`config.mk`:
```
export PLATFORM = sky130hd
export DESIGN_NAME = dadda_divider_32by16
export DESIGN_NICKNAME = d
export VERILOG_FILES = /design/src/rtl/dadda_divider_32by16.sv
export SDC_FILE = /design/constraint.sdc
export NUM_CORES = 1
export LEC_CHECK = 0
export ABC_CLOCK_PERIOD_IN_PS = 4000
export BUFFER_PORTS_ARGS = -buffer_cell sky130_fd_sc_hd__buf_4
export CAP_MARGIN = 20
export CORE_MARGIN = 3
export CORE_UTILIZATION = 50
export CTS_CLUSTER_DIAMETER = 50
export DETAILED_ROUTE_END_ITERATION = 7
export HOLD_SLACK_MARGIN = 0.05
export PLACE_DENSITY = 0.77
export SLEW_MARGIN = 20
export SYNTH_ARGS = -nofsm -noshare
export SYNTH_HDL_FRONTEND = slang
export SYNTH_SLANG_ARGS = --single-unit
```
`constraint.sdc`:
```
create_clock -name clk -period 4 [get_ports clk]
set_clock_uncertainty 0.2 [all_clocks]
set_input_delay 0.2 -clock clk [delete_from_list [all_inputs] [get_ports clk]]
set_output_delay 0.2 -clock clk [all_outputs]
set_load 0.05 [all_outputs]
```
`src/rtl/dadda_divider_32by16.sv`:
```
// Sequential unsigned restoring divider, 32-bit dividend by 16-bit divisor.
// One quotient bit per clock, valid/ready handshakes on both sides.
module dadda_divider_32by16 #(
  parameter int DW = 32,
  parameter int VW = 16
) (
  input  logic          clk,
  input  logic          rst_n,
  input  logic          in_valid,
  output logic          in_ready,
  input  logic [DW-1:0] P,
  input  logic [VW-1:0] B,
  output logic          out_valid,
  input  logic          out_ready,
  output logic [VW-1:0] Q,
  output logic [VW-1:0] R,
  output logic          dbz,
  output logic          ovf
);

  typedef enum logic [1:0] {
    IDLE = 2'd0,
    RUN  = 2'd1,
    DONE = 2'd2
  } state_t;

  state_t        state_r;
  logic          load_r;
  logic [31:0]   p_r;
  logic [15:0]   b_r;
  logic [15:0]   rem_r;
  logic [15:0]   sh_r;
  logic [15:0]   quo_r;
  logic [3:0]    cnt_r;
  logic [15:0]   q_r;
  logic [15:0]   r_r;
  logic          dbz_r;
  logic          ovf_r;

  logic [16:0]   t_s;
  logic [16:0]   diff_s;
  logic          ge_s;
  logic [15:0]   nrem_s;

  // Trial subtraction; rem < B keeps T below 2B, so diff bit 16 is the borrow.
  always_comb begin
    t_s    = {rem_r, sh_r[15]};
    diff_s = t_s - {1'b0, b_r};
    ge_s   = ~diff_s[16];
    if (ge_s) begin
      nrem_s = diff_s[15:0];
    end else begin
      nrem_s = t_s[15:0];
    end
  end

  // Control FSM and datapath registers.
  always_ff @(posedge clk or negedge rst_n) begin
    if (!rst_n) begin
      state_r <= IDLE;
      load_r  <= 1'b0;
      p_r     <= 32'd0;
      b_r     <= 16'd0;
      rem_r   <= 16'd0;
      sh_r    <= 16'd0;
      quo_r   <= 16'd0;
      cnt_r   <= 4'd0;
      q_r     <= 16'd0;
      r_r     <= 16'd0;
      dbz_r   <= 1'b0;
      ovf_r   <= 1'b0;
    end else begin
      case (state_r)
        IDLE: begin
          if (in_valid) begin
            p_r     <= P;
            b_r     <= B;
            load_r  <= 1'b1;
            state_r <= RUN;
          end else begin
            load_r  <= 1'b0;
          end
        end
        RUN: begin
          if (load_r) begin
            load_r <= 1'b0;
            if (b_r == 16'd0) begin
              q_r     <= 16'hFFFF;
              r_r     <= p_r[15:0];
              dbz_r   <= 1'b1;
              ovf_r   <= 1'b0;
              state_r <= DONE;
            end else if (p_r[31:16] >= b_r) begin
              q_r     <= 16'hFFFF;
              r_r     <= 16'hFFFF;
              dbz_r   <= 1'b0;
              ovf_r   <= 1'b1;
              state_r <= DONE;
            end else begin
              rem_r <= p_r[31:16];
              sh_r  <= p_r[15:0];
              quo_r <= 16'd0;
              cnt_r <= 4'd15;
            end
          end else begin
            rem_r <= nrem_s;
            sh_r  <= {sh_r[14:0], 1'b0};
            quo_r <= {quo_r[14:0], ge_s};
            if (cnt_r == 4'd0) begin
              q_r     <= {quo_r[14:0], ge_s};
              r_r     <= nrem_s;
              dbz_r   <= 1'b0;
              ovf_r   <= 1'b0;
              state_r <= DONE;
            end else begin
              cnt_r <= cnt_r - 4'd1;
            end
          end
        end
        DONE: begin
          if (out_ready) begin
            state_r <= IDLE;
          end else begin
            state_r <= DONE;
          end
        end
        default: begin
          state_r <= IDLE;
          load_r  <= 1'b0;
        end
      endcase
    end
  end

  assign in_ready  = (state_r == IDLE);
  assign out_valid = (state_r == DONE);
  assign Q         = q_r;
  assign R         = r_r;
  assign dbz       = dbz_r;
  assign ovf       = ovf_r;

endmodule

```
Yosys cells after proc, flatten, opt, wreduce, memory -nomap -nowiden --
Cells that the tools add are included.
Operators by class: eq/ne operators 9, bitwise gates (word level) 1, $lt $le $gt $ge 1, reduce and logical (&&, ||, !) cells 9, $add $sub $neg 2, mux-type cells 37
Operator list (number):
- 16-bit two-way mux | 14
- 15-bit two-way mux | 3
- 17-bit by 16-bit subtractor with 17-bit output | 1
- 16-bit >= comparator | 1
- 16-bit logical NOT | 1
- 4-bit two-way mux | 4
- 2-bit two-way mux | 6
- 3-bit AND reduction | 3
- 1-bit two-way mux | 8
- 2-bit inequality test (second input constant) | 4
- 2-bit case mux with 3 select lines | 1
- 4-bit logical NOT | 1
- 4-bit inequality test (second input constant) | 1
- 4-bit AND reduction | 1
- 4-bit by 1-bit subtractor with 4-bit output (second input constant) | 1
- 3-bit by 1-bit inequality test with 1-bit output (second input constant) | 1
- 3-bit inequality test (second input constant) | 1
- 2-bit by 1-bit == test with 1-bit output (second input constant) | 1
- 2-bit == test (second input constant) | 1
- 2-bit logical NOT | 1
- 1-bit case mux with 2 select lines | 1
- 2-bit AND reduction | 1
- 2-bit nonzero test | 1
- 1-bit NOT | 1
Storage, ports and cells: register bits after elaboration 136, logic and storage cells 71, bits of input ports 52, output and inout port bits 36

Longest topological paths before layout --
Gate-level depths: netlist of the first run.
depth after elaboration 5, gate-level depth with buffers 13, gate-level depth less buffers 12

Worst setup path before layout of the first run --
Ideal clock, no wire load.
path kind flip-flop to flip-flop, start point reg sh_r[15], end point reg rem_r[14], stages on the path, launching flop included 13, setup time 138 ps, period minus slack after synthesis 3055 ps, required time 3662 ps, arrival time 2717 ps, path slack 945 ps, path buffers 0, cell sequence dfrtp_1 -> inv_1 -> ha_1 -> inv_1 -> fa_1 -> a211oi_2 -> o21ai_2 -> o2111ai_4 -> or3b_2 -> a211oi_1 -> nor3_2 -> a211oi_1 -> o22ai_1
On the way: cells in the longest elaborated chain, start to end 3
Ends and longest elaborated chain:
- from (decl) | line 32 | logic [15:0] sh_r;
- from (signal assigned) | line 101 | sh_r <= p_r[15:0];
- from (signal assigned) | line 107 | sh_r <= {sh_r[14:0], 1'b0};
- 17-bit by 16-bit subtractor with 17-bit output | line 48 | diff_s = t_s - {1'b0, b_r};
- 16-bit two-way mux | line 50 | if (ge_s) begin
- 16-bit two-way mux | line 85 | if (load_r) begin
- to (signal assigned) | line 100 | rem_r <= p_r[31:16];
- to (signal assigned) | line 106 | rem_r <= nrem_s;
- to (decl) | line 31 | logic [15:0] rem_r;
Every way passes these cells. A chain may end at the register's enable or synchronous reset.

Final worst setup path of the first run --
start point reg b_r[0], end point reg r_r[0], in the netlist R[0]
On the way: cells in the longest elaborated chain, start to end 4, elaborated cells on any way between the ends 9, classes of those cells 1 x add/sub; 1 x order compare; 1 x eq/ne; 4 x mux; 2 x reduce/logical
Ends and longest elaborated chain:
- from (decl) | line 30 | logic [15:0] b_r;
- from (signal assigned) | line 63 | b_r <= 16'd0;
- from (signal assigned) | line 77 | b_r <= B;
- 17-bit by 16-bit subtractor with 17-bit output | line 48
- 16-bit two-way mux | line 50
- 16-bit two-way mux | line 109 | if (cnt_r == 4'd0) begin
- 16-bit two-way mux | line 85
- to (signal assigned) | line 89 | r_r <= p_r[15:0];
- to (signal assigned) | line 111 | r_r <= nrem_s;
- to (decl) | line 36 | logic [15:0] r_r;
Parallel ways exist; a longest one is shown, timed or not. The select of a mux whose other input is x is not followed.

==> run metrics, run 1 <==
overall routing resource usage 24.6%; clock-pin transition on the worst setup and hold timing paths 0.06 ns; Post-Syn Area 6850 um^2; largest buffer count on any clock path 2; minimum period implied by the final worst setup slack 3.38 ns; type of the setup path with the least slack register to register; Synth area leaders sky130_fd_sc_hd__dfrtp_1, sky130_fd_sc_hd__mux2_2, sky130_fd_sc_hd__ha_1; Worst Setup End Kind register; Worst Path Max Fanout 25; clock sink count 136; Starting DRT DRC Count 385; clock network latency to the later pin of the worst-skew pair 0.43 ns; final setup violation count 0; family with the most delay on the worst path compound AO/OA/AOI/OAI gates; WL final roughly 17000 um; area taken by multi-input logic gates 3210 um^2; Root Driver sky130_fd_sc_hd__clkbuf_16; count of instances resized after the clock tree is built 0; Avg Synthesized Cell Area 10.4 um^2; outcome finished clean; WP buf/inv 2; Cells after Synth 656; number of input and output port buffers inserted 87; timing startpoint of the critical path b_r[0]; post-synthesis to final-layout area growth 27.9%; DRC 0; Total Die Area between 15000 and 20000 um^2; RSZ-0062 raised after global routing no; Distinct cells, synth 58; Post-synth ARST share between 90% and 100%; number of nets in the finished design around 880; cells traversed along the worst timing path ha_1 -> inv_1 -> fa_1 -> a211oi_2 -> o21ai_2 -> o2111ai_4 -> a2111oi_2 -> nor3_4 -> buf_12 -> mux2_4 -> a211oi_1 -> a21o_1; layout cell share with drive strength beyond 1 22.7%; final count of hold timing violations 0; launch instance of the worst register-to-register path b_r[0]; fill count 1053; met3 Use GR 5.44%; global-route wire length before repair ~29000 um; core outline area 13300 um^2; met1 track utilization from global routing 29.4%; number of antenna violations at the first check in global routing 0; final worst-path cycle share 84.5%; slowest cell on the critical path sky130_fd_sc_hd__fa_1; count of standard-cell rows 42; reported max-cap violation count 0; most common flop cell mapped by yosys sky130_fd_sc_hd__dfrtp_1; via count ~5600; Synth top area share 49.7%; drt via density 5.77; transition at the pin with the smallest max-transition slack a little over 1 ns; slowest cell delay on critical path roughly 0.45 ns; number of antenna diodes 0; antenna-violating nets left 0; Pins Over Slew Limit 0; number of optimization iterations in the first detailed-route pass 5; number of synthesized flops with an enable pin 0; data required time at the worst endpoint roughly 4.2 ns; Chip Height roughly 120 um; Detailed Place HPWL 11800 um; TritonCTS buffer count 17; starting density of the core 51.3%; setup total negative slack 0 ns; #FFs+latches synth between 100 and 150; area occupied by registers 3400 um^2; upper clock frequency limit 296 MHz; dominant cell type by area after synthesis sky130_fd_sc_hd__dfrtp_1; routability cong. a little over 0.9; fraction of the yosys area taken by sequential cells 49.7%; global-route congestion overflow total 0; number of H-tree levels 4; type of the most critical hold path input port to asynchronous set/reset pin; CTS tree yes; Top Usage Layer GRT met2; Avg WL per Cell 17.9 um; worst max-slew margin expressed relative to the limit 31.2%; maximum number of pins on one net before global-route repair 63; IO Pins a little under 90; vias in the first global route 5953; number of warnings reported in the yosys synthesis log 0; global-route met2 utilization between 40% and 50%; net count after synthesis 742; Die X-Extent 123 um; Crit path arrival time 3.55 ns; kind of start point of the critical path register
## placed cells by master (no fill, tap or decap), types with 3 or more instances in the layout
master	n
sky130_fd_sc_hd__o211ai_1	3
sky130_fd_sc_hd__o21ai_0	51
sky130_fd_sc_hd__clkinv_4	3
sky130_fd_sc_hd__dlygate4sd3_1	50
sky130_fd_sc_hd__ha_1	33
sky130_fd_sc_hd__o22a_1	15
sky130_fd_sc_hd__nor2_1	44
sky130_fd_sc_hd__buf_4	96
sky130_fd_sc_hd__nand2_1	77
sky130_fd_sc_hd__mux2_2	37
sky130_fd_sc_hd__xor2_1	4
sky130_fd_sc_hd__nor4_1	7
sky130_fd_sc_hd__a21o_1	14
sky130_fd_sc_hd__a211oi_1	14
sky130_fd_sc_hd__and3_1	3
sky130_fd_sc_hd__nand3_1	3
sky130_fd_sc_hd__o21a_1	4
sky130_fd_sc_hd__o31ai_1	27
sky130_fd_sc_hd__o22ai_1	5
sky130_fd_sc_hd__inv_6	4
sky130_fd_sc_hd__or2_2	3
sky130_fd_sc_hd__inv_8	5
sky130_fd_sc_hd__a22o_1	14
sky130_fd_sc_hd__clkbuf_16	17
sky130_fd_sc_hd__a21oi_1	18
sky130_fd_sc_hd__a31oi_1	5
sky130_fd_sc_hd__nand4_1	3
sky130_fd_sc_hd__nand2b_1	9
sky130_fd_sc_hd__inv_1	29
sky130_fd_sc_hd__mux2i_1	16
sky130_fd_sc_hd__xnor2_1	5
sky130_fd_sc_hd__o21ai_1	3
sky130_fd_sc_hd__dfrtp_1	136
sky130_fd_sc_hd__nor3_1	10
## routing by layer
| metal | share of wire, % | wire (um) | up-vias |
|---|---|---|---|
| li1 | - | - | 2652 |
| met1 | 40 | 7090 | 2788 |
| met2 | 53 | 9190 | 161 |
| met3 | 3.9 | 686 | 46 |
| met4 | 3.1 | 535 | 0 |
| met5 | 0 | 0 | - |
## flip-flops by register name, summed over array words and instances, names as in the netlist
signal,cells
p_r,32
b_r,16
dbz,1
Q,16
rem_r,16
state_r,2
load_r,1
cnt_r,4
sh_r,16
quo_r,15
R,16
ovf,1
## final cells by class
| type | count | share of cell area [%] |
|---|---|---|
| Clock buffer | 18 | 5.01 |
| Clock inverter | 14 | 1.48 |
| Inverter | 29 | 1.24 |
| Multi-Input combinational cell | 458 | 36.6 |
| Sequential cell | 136 | 38.8 |
| Tap cell | 176 | 2.51 |
| Timing Repair Buffer | 148 | 14.3 |
## what timing repair did
item	in CTS	in global routing
hold buffers	50	0
setup buffers	0	0
hold endpoints to repair	96	0
## metrics by stage
stage | setup slack, ns | utilization [%] | instances | area (um^2) | hold slack (ns)
2_1_floorplan | 0.945 | - | 656 | 6850 | -0.296
3_3_place_gp | 0.749 | 57.6 | 897 | 7690 | -0.0381
3_5_place_dp | 0.673 | 57.6 | 897 | 7690 | -0.0269
4_1_cts | 0.627 | 65.7 | 979 | 8760 | 0.0879
5_1_grt | 0.343 | 65.7 | 979 | 8760 | 0.118
6_report | 0.619 | 65.7 | 979 | 8760 | 0.0797
## synthesized netlist by cell type, drive strengths merged (7+ instances only)
cell,n
a211oi,15
a21o,14
a21oi,19
a22o,14
buf,8
clkbuf,25
dfrtp,136
ha,33
inv,29
mux2,38
mux2i,16
nand2,77
nand2b,9
nor2,44
nor3,12
nor4,7
o21ai,56
o22a,15
o31ai,27
## kinds of logic (layout without fill, tap and decap cells)
| family | after synthesis | count (layout) | share of synthesized area, % |
|---|---|---|---|
| AOI/OAI and AO/OA | 190 | 190 | 19.3 |
| and+or+nand+nor | 171 | 171 | 11.3 |
| DFF | 136 | 136 | 49.7 |
| buffers and inverters | 62 | 209 | 3.61 |
| muxes | 54 | 54 | 8.63 |
| adders and majority gates | 34 | 34 | 6.32 |
| xor gates and xnor gates | 9 | 9 | 1.15 |
## worst paths after layout
kind / endpoint / slack, ns / cells after the start
max: R[0] / 0.62 / 12
min: cnt_r[0] / 0.08 / 2
max reg2reg: R[0] / 0.62 / 12
min reg2reg: R[0] / 0.28 / 1
max in group asynchronous: p_r[15] / 2.58 / 3
min in group clk: load_r / 0.16 / 3
Power of run 1 is not shown: default switching activity piles up to over one toggle a cycle in this logic, so the estimate is an artifact.
==> inputs of run 2 (changes only) <==
--- a/config.mk
+++ b/config.mk
@@ -5,7 +5,7 @@
 export SDC_FILE = /design/constraint.sdc
 export NUM_CORES = 1
 export LEC_CHECK = 0
-export ABC_CLOCK_PERIOD_IN_PS = 4000
+export ABC_CLOCK_PERIOD_IN_PS = 2950
 export BUFFER_PORTS_ARGS = -buffer_cell sky130_fd_sc_hd__buf_4
 export CAP_MARGIN = 20
 export CORE_MARGIN = 3
@@ -13,7 +13,7 @@
 export CTS_CLUSTER_DIAMETER = 50
 export DETAILED_ROUTE_END_ITERATION = 7
 export HOLD_SLACK_MARGIN = 0.05
-export PLACE_DENSITY = 0.77
+export PLACE_DENSITY = 0.8
 export SLEW_MARGIN = 20
 export SYNTH_ARGS = -nofsm -noshare
 export SYNTH_HDL_FRONTEND = slang
==> constraint.sdc (replaced) <==
create_clock -name clk -period 2.95 [get_ports clk]
set_clock_uncertainty 0.2 [all_clocks]
set_input_delay 0.1475 -clock clk [delete_from_list [all_inputs] [get_ports clk]]
set_output_delay 0.1475 -clock clk [all_outputs]
set_load 0.05 [all_outputs]
==> run 2 against run 1 <==
Effect of this change: the run now ends with setup timing left; critical path depth increased by 1; die area unchanged; final cell count rose by 5.4%; wire length rose by 17%.
==> run metrics, run 2 (synthesis gave the netlist of run 1 again) <==
outcome complete, but fails checks; violations in the final reports setup timing; Worst Path Max Fanout 10; routability cong. 0.883; Final Instance Count excl. Fillers 1032; worst hold path stage count 4; final setup slack of the worst path -0.190 ns; launch instance of the worst register-to-register path sh_r[15]; clock-pin transition on the worst setup and hold timing paths 0.06 ns; number of nets in the finished design 929; CTS tree yes; Pins Over Slew Limit 0; post-synthesis to final-layout area growth 42.5%; Worst R2R End R[0]; slowest cell on the critical path sky130_fd_sc_hd__dfrtp_1; data required time at the worst endpoint 3.12 ns; cells traversed along the worst timing path inv_2 -> ha_4 -> inv_2 -> fa_2 -> a211oi_2 -> o21ai_2 -> o2111ai_4 -> a2111oi_4 -> nor3_4 -> buf_12 -> mux2_4 -> a211oi_2 -> a21o_1; slowest cell delay on critical path about 0.4 ns; layout cell share with drive strength beyond 1 33.1%; worst max-slew margin expressed relative to the limit a little under half; reported max-cap violation count 0; upper clock frequency limit 319 MHz; flip-flop count of the largest register, all copies and words added 32; flop-to-flop setup slack -0.19 ns; WP buf/inv 3; final count of hold timing violations 0; fill count 867; leading cell type in the layout, fill and taps excluded sky130_fd_sc_hd__dfrtp_1; clock network latency to the later pin of the worst-skew pair between 0.4 and 0.5 ns; largest buffer count on any clock path 2; Avg WL per Cell 19.8 um; final worst-path cycle share 106%; antenna-violating nets left 0; IO Pins 88; number of H-tree levels 4; worst-case reg-to-reg path depth 13; Die X-Extent 123 um; Hold Path Sink load_r; overall routing resource usage 26.6%; final setup violation count 34; clock sink count ~140; Detailed Place HPWL 12200 um; Crit path arrival time 3.31 ns; number of optimization iterations in the first detailed-route pass 6; Worst Setup End Kind register; Root Driver sky130_fd_sc_hd__clkbuf_16; maximum number of pins on one net before global-route repair 91; starting density of the core 51.3%; global-route congestion overflow total 0; top register by number of flip-flops p_r; number of antenna violations at the first check in global routing 0; type of the setup path with the least slack register to register; global-route wire length before repair 31100 um; Layout Cell Area excl Fill 9770 um^2; Chip Height 123 um; TritonCTS buffer count 17; WL final 20500 um; number of antenna diodes 0; leading cell types in the layout, fill and taps excluded sky130_fd_sc_hd__dfrtp_1, sky130_fd_sc_hd__buf_4, sky130_fd_sc_hd__nand2_1; minimum period implied by the final worst setup slack around 3.1 ns; Total Die Area 15100 um^2; Starting DRT DRC Count 548; core outline area around 13000 um^2; DRC 0; via count 6159; placed instance count about 940; vias in the first global route roughly 6300; count of standard-cell rows 42; kind of start point of the critical path register; post-placement cell area 8060 um^2; drt via density 5.97; transition at the pin with the smallest max-transition slack 0.796 ns; RSZ-0062 raised after global routing yes; origin of the worst min-delay path in_valid; type of the most critical hold path input port to register; number of input and output port buffers inserted 87; family with the most delay on the worst path compound AO/OA/AOI/OAI gates
run 2: cell types whose count changed in the layout (fill, tap and decap cells not counted), sizes merged:
| cell | change |
|---|---|
| buf | +48 |
| clkbuf | +3 |
| clkinv | -3 |
| bufinv | +2 |
| inv | +2 |
| dlygate4sd3 | +1 |
run 2: worst max-delay path by stage:
stage	end	cells after the start	slack, ns	from
detailed placement	rem_r[14]	12	-0.10	sh_r[15]
floorplan	R[9]	13	0.02	sh_r[15]
CTS	R[13]	14	-0.12	sh_r[15]
global placement	R[0]	13	-0.07	sh_r[15]
global route	R[0]	13	-0.29	sh_r[15]
finish	R[0]	13	-0.19	sh_r[15]
run 2: area by class of cell:
type                    count  area (um^2)  share of cell area, %
multi-input cells         458         3530                   36.1
flip-flops and latches    136         3400                   34.8
repair buffers            201         1890                   19.3
clock buffers              17          425                   4.36
well taps                 176          220                   2.25
clock inverters            15          195                   2.00
inverters                  29          109                   1.11
run 2: layer usage:
layer / up-vias / track usage (%) / share of wire (%)
met5: - / 0 / 0
met4: 0 / 12.6 / 3.3
met3: 68 / 5.03 / 4.9
met2: 236 / 47.2 / 52
met1: 3099 / 30.9 / 40
li1: 2756 / - / -
run 2: what timing repair did:
| item | 4_1_cts | 5_1_grt |
|---|---|---|
| pin swaps | 15 | 10 |
| setup buffers | 5 | 6 |
| resized for setup | 53 | 33 |
| cloned | 2 | 4 |
| endpoints found under the hold margin | 185 | 0 |
| setup endpoints to repair | 31 | 78 |
| hold buffers | 52 | 0 |
run 2: per-stage QoR:
| stage | hold slack, ns | setup TNS (ns) | worst slack (ns) | utilization, % |
|---|---|---|---|---|
| CTS | 0.210 | -0.942 | -0.118 | 71.1 |
| finish | 0.205 | -3.41 | -0.190 | 73.2 |
| detailed placement | -0.0837 | -1.18 | -0.104 | 60.4 |
| floorplan | -0.348 | 0 | 0.0209 | - |
| global route | 0.233 | -8.30 | -0.288 | 73.2 |
| global placement | -0.0921 | -0.406 | -0.0725 | 60.4 |
run 2: tightest hold or removal path, delay by kind of cell:
kind                   cells  cell delay (ns)
buffers and inverters      2             0.37
and+or+nand+nor            1             0.15
AOI/OAI and AO/OA          1             0.13
Power of run 2 is left out for the same reason.
